==> src/rtl/tx_response_scheduler.sv <==
// Queues response frames and feeds them one at a time to word_to_byte_tx over enable/done.
// Latency: push into empty idle queue -> enable one cycle later; one-cycle enable gap between frames.
// Backpressure: none upstream; a push into a full queue is dropped and flagged on o_drop. TX_SCHED_DROP_COUNT_EN adds o_drop_count.
module tx_response_scheduler #(
    parameter int DEPTH = 4,
    parameter int AW    = 2
) (
    input  logic          clock,
    input  logic          reset,
    input  logic          i_push,
    input  logic          i_mode_select,
    input  logic [31:0]   i_word,
    input  logic [7:0]    i_byte,
    output logic          o_full,
    output logic          o_empty,
    output logic [AW:0]   o_count,
    output logic          o_drop,
    output logic          o_busy,
    output logic          o_wtb_enable,
    output logic          o_wtb_mode_select,
    output logic [31:0]   o_wtb_word,
    output logic [7:0]    o_wtb_byte,
    input  logic          i_wtb_done
`ifdef TX_SCHED_DROP_COUNT_EN
    ,
    output logic [7:0]    o_drop_count
`endif
);

    typedef enum logic [1:0] {
        IDLE = 2'd0,
        SEND = 2'd1,
        GAP  = 2'd2
    } state_t;

    localparam logic [AW:0]   CNT_ONE  = (AW+1)'(1);
    localparam logic [AW:0]   CNT_FULL = (AW+1)'(DEPTH);
    localparam logic [AW-1:0] PTR_ONE  = AW'(1);

    state_t        state_q, state_d;
    logic [32:0]   mem [DEPTH];
    logic [32:0]   head;
    logic [AW-1:0] wr_ptr, rd_ptr;
    logic [AW:0]   count_q, count_d;
    logic          pop, push_ok, push_rej;

    assign head     = mem[rd_ptr];
    assign o_count  = count_q;
    assign o_busy   = (state_q != IDLE);
    // A pop on the same edge frees a slot, so a push into a full queue is still accepted.
    assign push_ok  = i_push && (!o_full || pop);
    assign push_rej = i_push && !push_ok;

    always_comb begin
        state_d = state_q;
        pop     = 1'b0;
        case (state_q)
            IDLE: begin
                if (!o_empty) begin
                    pop     = 1'b1;
                    state_d = SEND;
                end
            end
            SEND: begin
                if (i_wtb_done) state_d = GAP;
            end
            GAP: begin
                if (!o_empty) begin
                    pop     = 1'b1;
                    state_d = SEND;
                end else begin
                    state_d = IDLE;
                end
            end
            default: state_d = IDLE;
        endcase
    end

    always_comb begin
        count_d = count_q;
        if (push_ok && !pop)      count_d = count_q + CNT_ONE;
        else if (!push_ok && pop) count_d = count_q - CNT_ONE;
    end

    // Storage carries no reset; validity is tracked entirely by the pointers.
    always_ff @(posedge clock) begin
        if (push_ok) mem[wr_ptr] <= {i_mode_select, i_mode_select ? i_word : {24'h0, i_byte}};
    end

    always_ff @(posedge clock or posedge reset) begin
        if (reset) begin
            state_q           <= IDLE;
            wr_ptr            <= '0;
            rd_ptr            <= '0;
            count_q           <= '0;
            o_full            <= 1'b0;
            o_empty           <= 1'b1;
            o_drop            <= 1'b0;
            o_wtb_enable      <= 1'b0;
            o_wtb_mode_select <= 1'b0;
            o_wtb_word        <= '0;
            o_wtb_byte        <= '0;
        end else begin
            state_q      <= state_d;
            count_q      <= count_d;
            o_full       <= (count_d == CNT_FULL);
            o_empty      <= (count_d == '0);
            o_drop       <= push_rej;
            o_wtb_enable <= (state_d == SEND);
            if (push_ok) wr_ptr <= wr_ptr + PTR_ONE;
            if (pop) begin
                rd_ptr            <= rd_ptr + PTR_ONE;
                o_wtb_mode_select <= head[32];
                o_wtb_word        <= head[31:0];
                o_wtb_byte        <= head[7:0];
            end
        end
    end

`ifdef TX_SCHED_DROP_COUNT_EN
    always_ff @(posedge clock or posedge reset) begin
        if (reset) begin
            o_drop_count <= 8'h00;
        end else if (push_rej && (o_drop_count != 8'hFF)) begin
            o_drop_count <= o_drop_count + 8'd1;
        end
    end
`endif

endmodule

==> config.mk <==
export PLATFORM = sky130hd
export DESIGN_NAME = tx_response_scheduler
export DESIGN_NICKNAME = d
export VERILOG_FILES = /design/src/rtl/tx_response_scheduler.sv
export SDC_FILE = /design/constraint.sdc
export NUM_CORES = 1
export LEC_CHECK = 0
export CORE_UTILIZATION = 55
export DETAILED_ROUTE_END_ITERATION = 10
export GPL_ROUTABILITY_DRIVEN = 0
export PLACE_DENSITY_LB_ADDON = 0.05
export REMOVE_ABC_BUFFERS = 1
export SKIP_CTS_REPAIR_TIMING = 1
export SLEW_MARGIN = 40
export SYNTH_ARGS = -nofsm -noshare
export SYNTH_HDL_FRONTEND = slang
export SYNTH_SLANG_ARGS = --single-unit
==> constraint.sdc <==
create_clock -name clock -period 3.2 [get_ports clock]
set_clock_uncertainty 0.15 [all_clocks]
set_input_delay 0.64 -clock clock [delete_from_list [all_inputs] [get_ports clock]]
set_output_delay 0.64 -clock clock [all_outputs]
set_load 0.05 [all_outputs]
==> results of run 1 <==
-- kinds of logic after synthesis --
| logic type | Yosys count | share of synthesized area [%] |
|---|---|---|
| fa+ha+maj | 6 | 1.06 |
| buf+inv | 32 | 3.61 |
| simple gates | 140 | 9.10 |
| mux | 44 | 12.8 |
| flops | 178 | 72.4 |
| xor+xnor | 5 | 0.619 |
| compound gates | 6 | 0.478 |
-- per-stage QoR --
| stage | cell area [µm²] | hold WS [ps] |
|---|---|---|
| finish | 8770 | 323 |
| global route | 8770 | 341 |
| CTS | 8770 | 328 |
| detailed placement | 8130 | 312 |
| global placement | 8130 | 308 |
| floorplan | 6840 | 351 |
-- flip-flops by register name, summed over array words and instances (netlist names), 2 cells and up --
register    cells
o_count         3
o_wtb_word     32
rd_ptr          2
wr_ptr          2
state_q         2
mem           132
-- path summary, 6_finish.rpt --
kind                            slack (ps)             end  cells after the start          start
min in group asynchronous              400  o_wtb_word[29]                      2          reset
worst min register to register         320   o_wtb_word[9]                      2  o_wtb_word[9]
worst min-delay path                   320   o_wtb_word[9]                      2  o_wtb_word[9]
max in group asynchronous             1900  o_wtb_word[21]                      3          reset
worst max register to register         860      mem[3][16]                      4     state_q[0]
worst max-delay path                   530          o_busy                      2     state_q[0]
-- layer usage --
layer	GRT usage (%)	vias to the layer above	part of all wire (%)
met1	28.0	1846	45
li1	-	1683	-
met4	8.74	0	1.2
met3	4.64	11	2.9
met5	0	-	0
met2	33.7	73	51
-- worst max-delay path, cell delays in order (launching register included) --
cell and delay [ps]:
sky130_fd_sc_hd__dfrtp_1 450, sky130_fd_sc_hd__or2_2 310, sky130_fd_sc_hd__clkdlybuf4s50_1 700
-- where the power goes --
part	total [µW]	switching, µW	internal, µW
Combinational	3450	2090	1350
Sequential	3510	369	3150
Clock	2180	866	1320
Total	9140	3330	5810
-- placed cells by master (no fill, tap or decap), types with 3 or more instances in the layout --
| cell type | instances |
|---|---|
| sky130_fd_sc_hd__and2_1 | 24 |
| sky130_fd_sc_hd__mux4_2 | 25 |
| sky130_fd_sc_hd__clkbuf_16 | 17 |
| sky130_fd_sc_hd__dfrtp_1 | 43 |
| sky130_fd_sc_hd__bufinv_16 | 4 |
| sky130_fd_sc_hd__nand2_1 | 101 |
| sky130_fd_sc_hd__clkdlybuf4s50_1 | 93 |
| sky130_fd_sc_hd__and2_2 | 4 |
| sky130_fd_sc_hd__o21ai_0 | 3 |
| sky130_fd_sc_hd__mux2_2 | 8 |
| sky130_fd_sc_hd__buf_12 | 5 |
| sky130_fd_sc_hd__buf_4 | 5 |
| sky130_fd_sc_hd__edfxtp_1 | 132 |
| sky130_fd_sc_hd__mux4_1 | 8 |
| sky130_fd_sc_hd__xnor2_1 | 5 |
| sky130_fd_sc_hd__inv_1 | 5 |
| sky130_fd_sc_hd__ha_1 | 6 |
| sky130_fd_sc_hd__clkinv_4 | 7 |
-- final cells by class --
class	instances	area share, %
clock buffer	17	4.85
clock inverter	15	2.40
inverter	6	0.257
multi-input combinational	201	19.5
sequential	178	58.4
tap	172	2.45
timing repair buffer	103	12.2
==> impl_metrics.xml, run 1 <==
<?xml version="1.0" encoding="UTF-8"?>
<metrics>
  <group name="run_status">
    <metric name="status" unit="">complete, no violations</metric>
  </group>
  <group name="global_routing">
    <metric name="gr-total-overflow" unit="">0</metric>
    <metric name="grtUsageTotal" unit="%">21.0</metric>
    <metric name="antenna_violations_before_repair" unit="">0</metric>
    <metric name="grt_pass1_wl" unit="mm">19.6</metric>
    <metric name="via_count_of_the_first_global_routing_pass" unit="">3656</metric>
    <metric name="grt_max_degree" unit="">41</metric>
  </group>
  <group name="clock_tree">
    <metric name="cts_tree" unit="">yes</metric>
    <metric name="clock_tree.htree_level_count" unit="">4</metric>
    <metric name="clock_tree.root_cell" unit="">sky130_fd_sc_hd__clkbuf_16</metric>
    <metric name="clk_pin_slew" unit="ps">60</metric>
    <metric name="clock_path_buffers" unit="">2</metric>
    <metric name="worstSkewPairLatency" unit="ps">420</metric>
    <metric name="cts_buffers" unit="">17</metric>
    <metric name="clock-sinks" unit="">178</metric>
  </group>
  <group name="sta">
    <metric name="worst_slew_margin_rel" unit="%">44.0</metric>
    <metric name="layout_worst_path_cycle_share" unit="%">83.3</metric>
    <metric name="setup-violations-final" unit="">0</metric>
    <metric name="totalNegativeSetupSlack" unit="ps">0</metric>
    <metric name="grt_setup_unrepaired" unit="">no</metric>
    <metric name="final-hold-violation-count" unit="">0</metric>
    <metric name="finalWorstSetupSlack" unit="ps">533</metric>
    <metric name="max_clock_freq" unit="GHz">0.375</metric>
    <metric name="final_max_slew_viol_count" unit="">0</metric>
    <metric name="tightestPinTransition" unit="ps">839</metric>
    <metric name="min_period" unit="ps">2670</metric>
  </group>
  <group name="yosys">
    <metric name="synth.top_cell.area_share" unit="%">56.1</metric>
    <metric name="synth-edff-count" unit="">132</metric>
    <metric name="synth.yosys.seq_area_share" unit="%">72.4</metric>
    <metric name="synth_top_flop_cell" unit="">sky130_fd_sc_hd__edfxtp_1</metric>
    <metric name="async_flop_share" unit="%">25.8</metric>
    <metric name="synth_area" unit="µm²">7070</metric>
    <metric name="syn_avg_cell_area" unit="µm²">17.2</metric>
    <metric name="synth.top_cells.by_area" unit="">sky130_fd_sc_hd__edfxtp_1 (56%), sky130_fd_sc_hd__dfrtp_1 (16%), sky130_fd_sc_hd__mux4_2 (8.0%)</metric>
    <metric name="yosys.cell_count.top_type" unit="">sky130_fd_sc_hd__edfxtp_1</metric>
    <metric name="yosysWarningCount" unit="">0</metric>
    <metric name="synth.largest_area_cell" unit="">sky130_fd_sc_hd__edfxtp_1</metric>
    <metric name="yosysUniqueCellTypes" unit="">34</metric>
    <metric name="synth_commonest_cells" unit="">sky130_fd_sc_hd__edfxtp_1 (132), sky130_fd_sc_hd__nand2_1 (101), sky130_fd_sc_hd__dfrtp_1 (45)</metric>
    <metric name="ys_seq_elements" unit="">178</metric>
    <metric name="synthesis.instances" unit="">411</metric>
  </group>
  <group name="pwr">
    <metric name="max-vdd-ir-drop" unit="V">0.000578</metric>
    <metric name="p_total" unit="µW">9140</metric>
    <metric name="pwr_density_cell" unit="nW/µm²">1040</metric>
    <metric name="p_leak" unit="µW">0.00331</metric>
  </group>
  <group name="routing">
    <metric name="viasPerCell" unit="">5.22</metric>
    <metric name="first_iter_violations" unit="">191</metric>
    <metric name="drt.antenna.violating_nets" unit="">0</metric>
    <metric name="firstDrtPassIters" unit="">6</metric>
    <metric name="postRouteWirelength" unit="mm">12.4</metric>
    <metric name="wire_per_inst" unit="µm">18.0</metric>
    <metric name="routed-via-count" unit="">3613</metric>
    <metric name="drc_errors" unit="">0</metric>
  </group>
  <group name="layout">
    <metric name="finalCoreUtilization" unit="%">69.8</metric>
    <metric name="stdcell_count" unit="">692</metric>
    <metric name="layout-drive-gt1-share" unit="%">17.7</metric>
    <metric name="filler_cell_count" unit="">850</metric>
    <metric name="multi_input_area" unit="µm²">1710</metric>
    <metric name="design.final.nets" unit="">558</metric>
    <metric name="n_antenna_cell" unit="">0</metric>
    <metric name="syn2layout_area_growth" unit="%">24.0</metric>
    <metric name="ff_latch_area" unit="µm²">5120</metric>
  </group>
  <group name="floorplanning">
    <metric name="start_util" unit="%">56.3</metric>
    <metric name="floorplan.die_area" unit="µm²">13300</metric>
    <metric name="floorplan.io_pins" unit="">94</metric>
    <metric name="chipHeight" unit="µm">115</metric>
    <metric name="dieWidth" unit="µm">115</metric>
    <metric name="core" unit="µm²">12600</metric>
    <metric name="placement_rows" unit="">41</metric>
  </group>
  <group name="job">
    <metric name="maxCapViolCount" unit="">0</metric>
  </group>
  <group name="worst_setup_path">
    <metric name="timing.critical_path.arrival" unit="ps">1880</metric>
    <metric name="crit_type" unit="">reg -&gt; out</metric>
    <metric name="critPathCaptureType" unit="">primary output</metric>
    <metric name="startpoint_type_of_the_worst_setup_path" unit="">flip-flop</metric>
    <metric name="maximum_fanout_along_the_worst_path" unit="">6</metric>
    <metric name="timing.critical_path.required" unit="ps">2410</metric>
  </group>
  <group name="placed_design">
    <metric name="portBuffers" unit="">93</metric>
    <metric name="detailedPlacementHpwl" unit="mm">7.44</metric>
    <metric name="placement.setup.worst_slack" unit="ps">578</metric>
    <metric name="dpl.cell_count" unit="">660</metric>
  </group>
  <group name="min_path">
    <metric name="worst_hold_path_type" unit="">reg -&gt; reg</metric>
  </group>
</metrics>
(Power assumes the default switching activity.)
==> run 2, diff against run 1 <==
- clock period: 3.2 -> 2.7 ns (I/O delays scaled with it)
==> run 2 against run 1 <==
Largest power group is now combinational cells. Setup slack got worse by 390 ps. Core utilization rose by 1.1 points. Register-to-register slack got worse by 260 ps. Wire length rose by 2.2%. Critical path depth did not move. Clock power rose by 28%. Via count rose by 2.8%. Highest routed layer unchanged. Largest cell class unchanged. Combinational power rose by 22%. Non-clock buffer count rose by 8.
==> impl_metrics.xml, run 2 (synthesis gave the netlist of run 1 again) <==
<?xml version="1.0" encoding="UTF-8"?>
<metrics>
  <group name="routing">
    <metric name="drc_errors" unit="">0</metric>
    <metric name="drt.antenna.violating_nets" unit="">0</metric>
    <metric name="viasPerCell" unit="">5.30</metric>
    <metric name="first_iter_violations" unit="">189</metric>
    <metric name="met1Wirelength" unit="mm">5.46</metric>
    <metric name="wire_per_inst" unit="µm">18.2</metric>
    <metric name="detailroute.wirelength.met2" unit="mm">6.65</metric>
    <metric name="top_layer_used" unit="">met4</metric>
    <metric name="firstDrtPassIters" unit="">7</metric>
    <metric name="postRouteWirelength" unit="mm">12.7</metric>
    <metric name="routed-via-count" unit="">3713</metric>
    <metric name="dr_wl_met3" unit="µm">444</metric>
  </group>
  <group name="clock_tree">
    <metric name="worstSkewPairLatency" unit="ps">420</metric>
    <metric name="clock_tree.htree_level_count" unit="">4</metric>
    <metric name="clock_path_buffers" unit="">2</metric>
    <metric name="cts_tree" unit="">yes</metric>
    <metric name="clock_tree.root_cell" unit="">sky130_fd_sc_hd__clkbuf_16</metric>
    <metric name="cts_buffers" unit="">17</metric>
    <metric name="clk_pin_slew" unit="ps">60</metric>
    <metric name="clock-sinks" unit="">178</metric>
  </group>
  <group name="sta">
    <metric name="worst_slew_margin_rel" unit="%">65.1</metric>
    <metric name="totalNegativeSetupSlack" unit="ps">0</metric>
    <metric name="grt_setup_unrepaired" unit="">no</metric>
    <metric name="layout_worst_path_cycle_share" unit="%">94.6</metric>
    <metric name="final_max_slew_viol_count" unit="">0</metric>
    <metric name="final-hold-violation-count" unit="">0</metric>
    <metric name="tightestPinTransition" unit="ps">521</metric>
    <metric name="whs" unit="ps">283</metric>
    <metric name="setup-violations-final" unit="">0</metric>
    <metric name="max_clock_freq" unit="GHz">0.391</metric>
    <metric name="min_period" unit="ps">2560</metric>
  </group>
  <group name="placed_design">
    <metric name="place_area" unit="µm²">8220</metric>
    <metric name="detailedPlacementHpwl" unit="mm">8.02</metric>
    <metric name="portBuffers" unit="">93</metric>
  </group>
  <group name="min_path">
    <metric name="worst_hold_path_type" unit="">in -&gt; async</metric>
  </group>
  <group name="pwr">
    <metric name="pwr_density_cell" unit="nW/µm²">1250</metric>
    <metric name="max-vdd-ir-drop" unit="V">0.000724</metric>
    <metric name="p_leak" unit="µW">0.00339</metric>
    <metric name="p_total" unit="µW">11100</metric>
  </group>
  <group name="worst_setup_path">
    <metric name="crit_path_cell_trace" unit="">or2_2 -&gt; clkdlybuf4s50_1</metric>
    <metric name="maximum_fanout_along_the_worst_path" unit="">6</metric>
    <metric name="crit_type" unit="">reg -&gt; out</metric>
    <metric name="timing.critical_path.arrival" unit="ps">1870</metric>
    <metric name="startpoint_type_of_the_worst_setup_path" unit="">flip-flop</metric>
    <metric name="timing.critical_path.slowest_cell_delay" unit="ps">700</metric>
    <metric name="timing.critical_path.required" unit="ps">2010</metric>
    <metric name="critical-path-slowest-cell" unit="">sky130_fd_sc_hd__clkdlybuf4s50_1</metric>
    <metric name="critPathCaptureType" unit="">primary output</metric>
  </group>
  <group name="layout">
    <metric name="n_antenna_cell" unit="">0</metric>
    <metric name="post-route-cell-area" unit="µm²">8900</metric>
    <metric name="finalCoreUtilization" unit="%">70.9</metric>
    <metric name="largest-register" unit="">mem</metric>
    <metric name="layout-drive-gt1-share" unit="%">18.4</metric>
    <metric name="syn2layout_area_growth" unit="%">25.9</metric>
    <metric name="layout_commonest_cell" unit="">sky130_fd_sc_hd__edfxtp_1</metric>
    <metric name="largest_register_ffs" unit="">132</metric>
    <metric name="layout_common_cells" unit="">sky130_fd_sc_hd__edfxtp_1 (132), sky130_fd_sc_hd__nand2_1 (101), sky130_fd_sc_hd__clkdlybuf4s50_1 (93)</metric>
    <metric name="design.final.nets" unit="">566</metric>
  </group>
  <group name="floorplanning">
    <metric name="floorplan.io_pins" unit="">94</metric>
    <metric name="dieWidth" unit="µm">115</metric>
    <metric name="floorplan.die_area" unit="µm²">13300</metric>
    <metric name="start_util" unit="%">56.3</metric>
    <metric name="chipHeight" unit="µm">115</metric>
    <metric name="core" unit="µm²">12600</metric>
    <metric name="placement_rows" unit="">41</metric>
  </group>
  <group name="run_status">
    <metric name="status" unit="">complete, no violations</metric>
  </group>
  <group name="global_routing">
    <metric name="grt_max_degree" unit="">40</metric>
    <metric name="antenna_violations_before_repair" unit="">0</metric>
    <metric name="grt_pass1_wl" unit="mm">20.2</metric>
    <metric name="gr-total-overflow" unit="">0</metric>
    <metric name="via_count_of_the_first_global_routing_pass" unit="">3899</metric>
    <metric name="grtUsageTotal" unit="%">21.5</metric>
  </group>
  <group name="job">
    <metric name="maxCapViolCount" unit="">0</metric>
  </group>
</metrics>
run 2: changes by cell type in the layout (fill, tap and decap cells not counted):
cell	change
sky130_fd_sc_hd__buf_4	+6
sky130_fd_sc_hd__clkinv_4	-7
sky130_fd_sc_hd__dfrtp_4	+1
sky130_fd_sc_hd__inv_6	-1
sky130_fd_sc_hd__clkbuf_8	+1
sky130_fd_sc_hd__dfrtp_2	-1
sky130_fd_sc_hd__buf_12	+2
sky130_fd_sc_hd__clkbuf_1	+3
sky130_fd_sc_hd__clkinvlp_4	-1
sky130_fd_sc_hd__clkinv_2	+2
sky130_fd_sc_hd__bufinv_16	+3
run 2: worst paths after layout:
| path | start | end | slack (ps) | cells after the start |
|---|---|---|---|---|
| worst max-delay path | state_q[0] | o_busy | 140 | 2 |
| worst min-delay path | reset | o_wtb_word[29] | 280 | 2 |
| worst max register to register | state_q[0] | mem[0][11] | 600 | 4 |
| worst min register to register | o_wtb_word[31] | o_wtb_word[31] | 320 | 2 |
| max in group asynchronous | reset | o_empty | 1450 | 3 |
| min in group clock | o_wtb_word[31] | o_wtb_word[31] | 320 | 2 |
run 2: cell type report:
class                           count  area (µm²)
Sequential cell                   178        5120
Fill cell                         837        3660
Multi-Input combinational cell    201        1710
Timing Repair Buffer              111        1150
Clock buffer                       21         450
Clock inverter                     11         233
Tap cell                          172         215
Inverter                            6        22.5
run 2: through the flow:
| stage | std cells | worst slack, ps |
|---|---|---|
| after floorplan | 385 | 87.8 |
| after global placement | 668 | 300 |
| after detailed placement | 668 | 256 |
| after CTS | 700 | 109 |
| after global routing | 700 | 67.8 |
| final | 700 | 144 |
run 2: critical path: cells and delay by family, from the launching register on:
family | cells | cell delay [ps]
buf+inv | 1 | 700
flops | 1 | 440
simple gates | 1 | 310
run 2: report_power, final:
part | switching [µW] | internal (µW) | leakage, µW
logic | 2540 | 1660 | 0.00127
clock network | 952 | 1850 | 0.000331
registers | 399 | 3730 | 0.00179
total | 3890 | 7240 | 0.00339
run 2: layer usage:
layer,vias to the layer above,track usage (%)
li1,1705,-
met1,1908,27.8
met2,86,35.2
met3,14,4.80
met4,0,9.35
met5,-,0
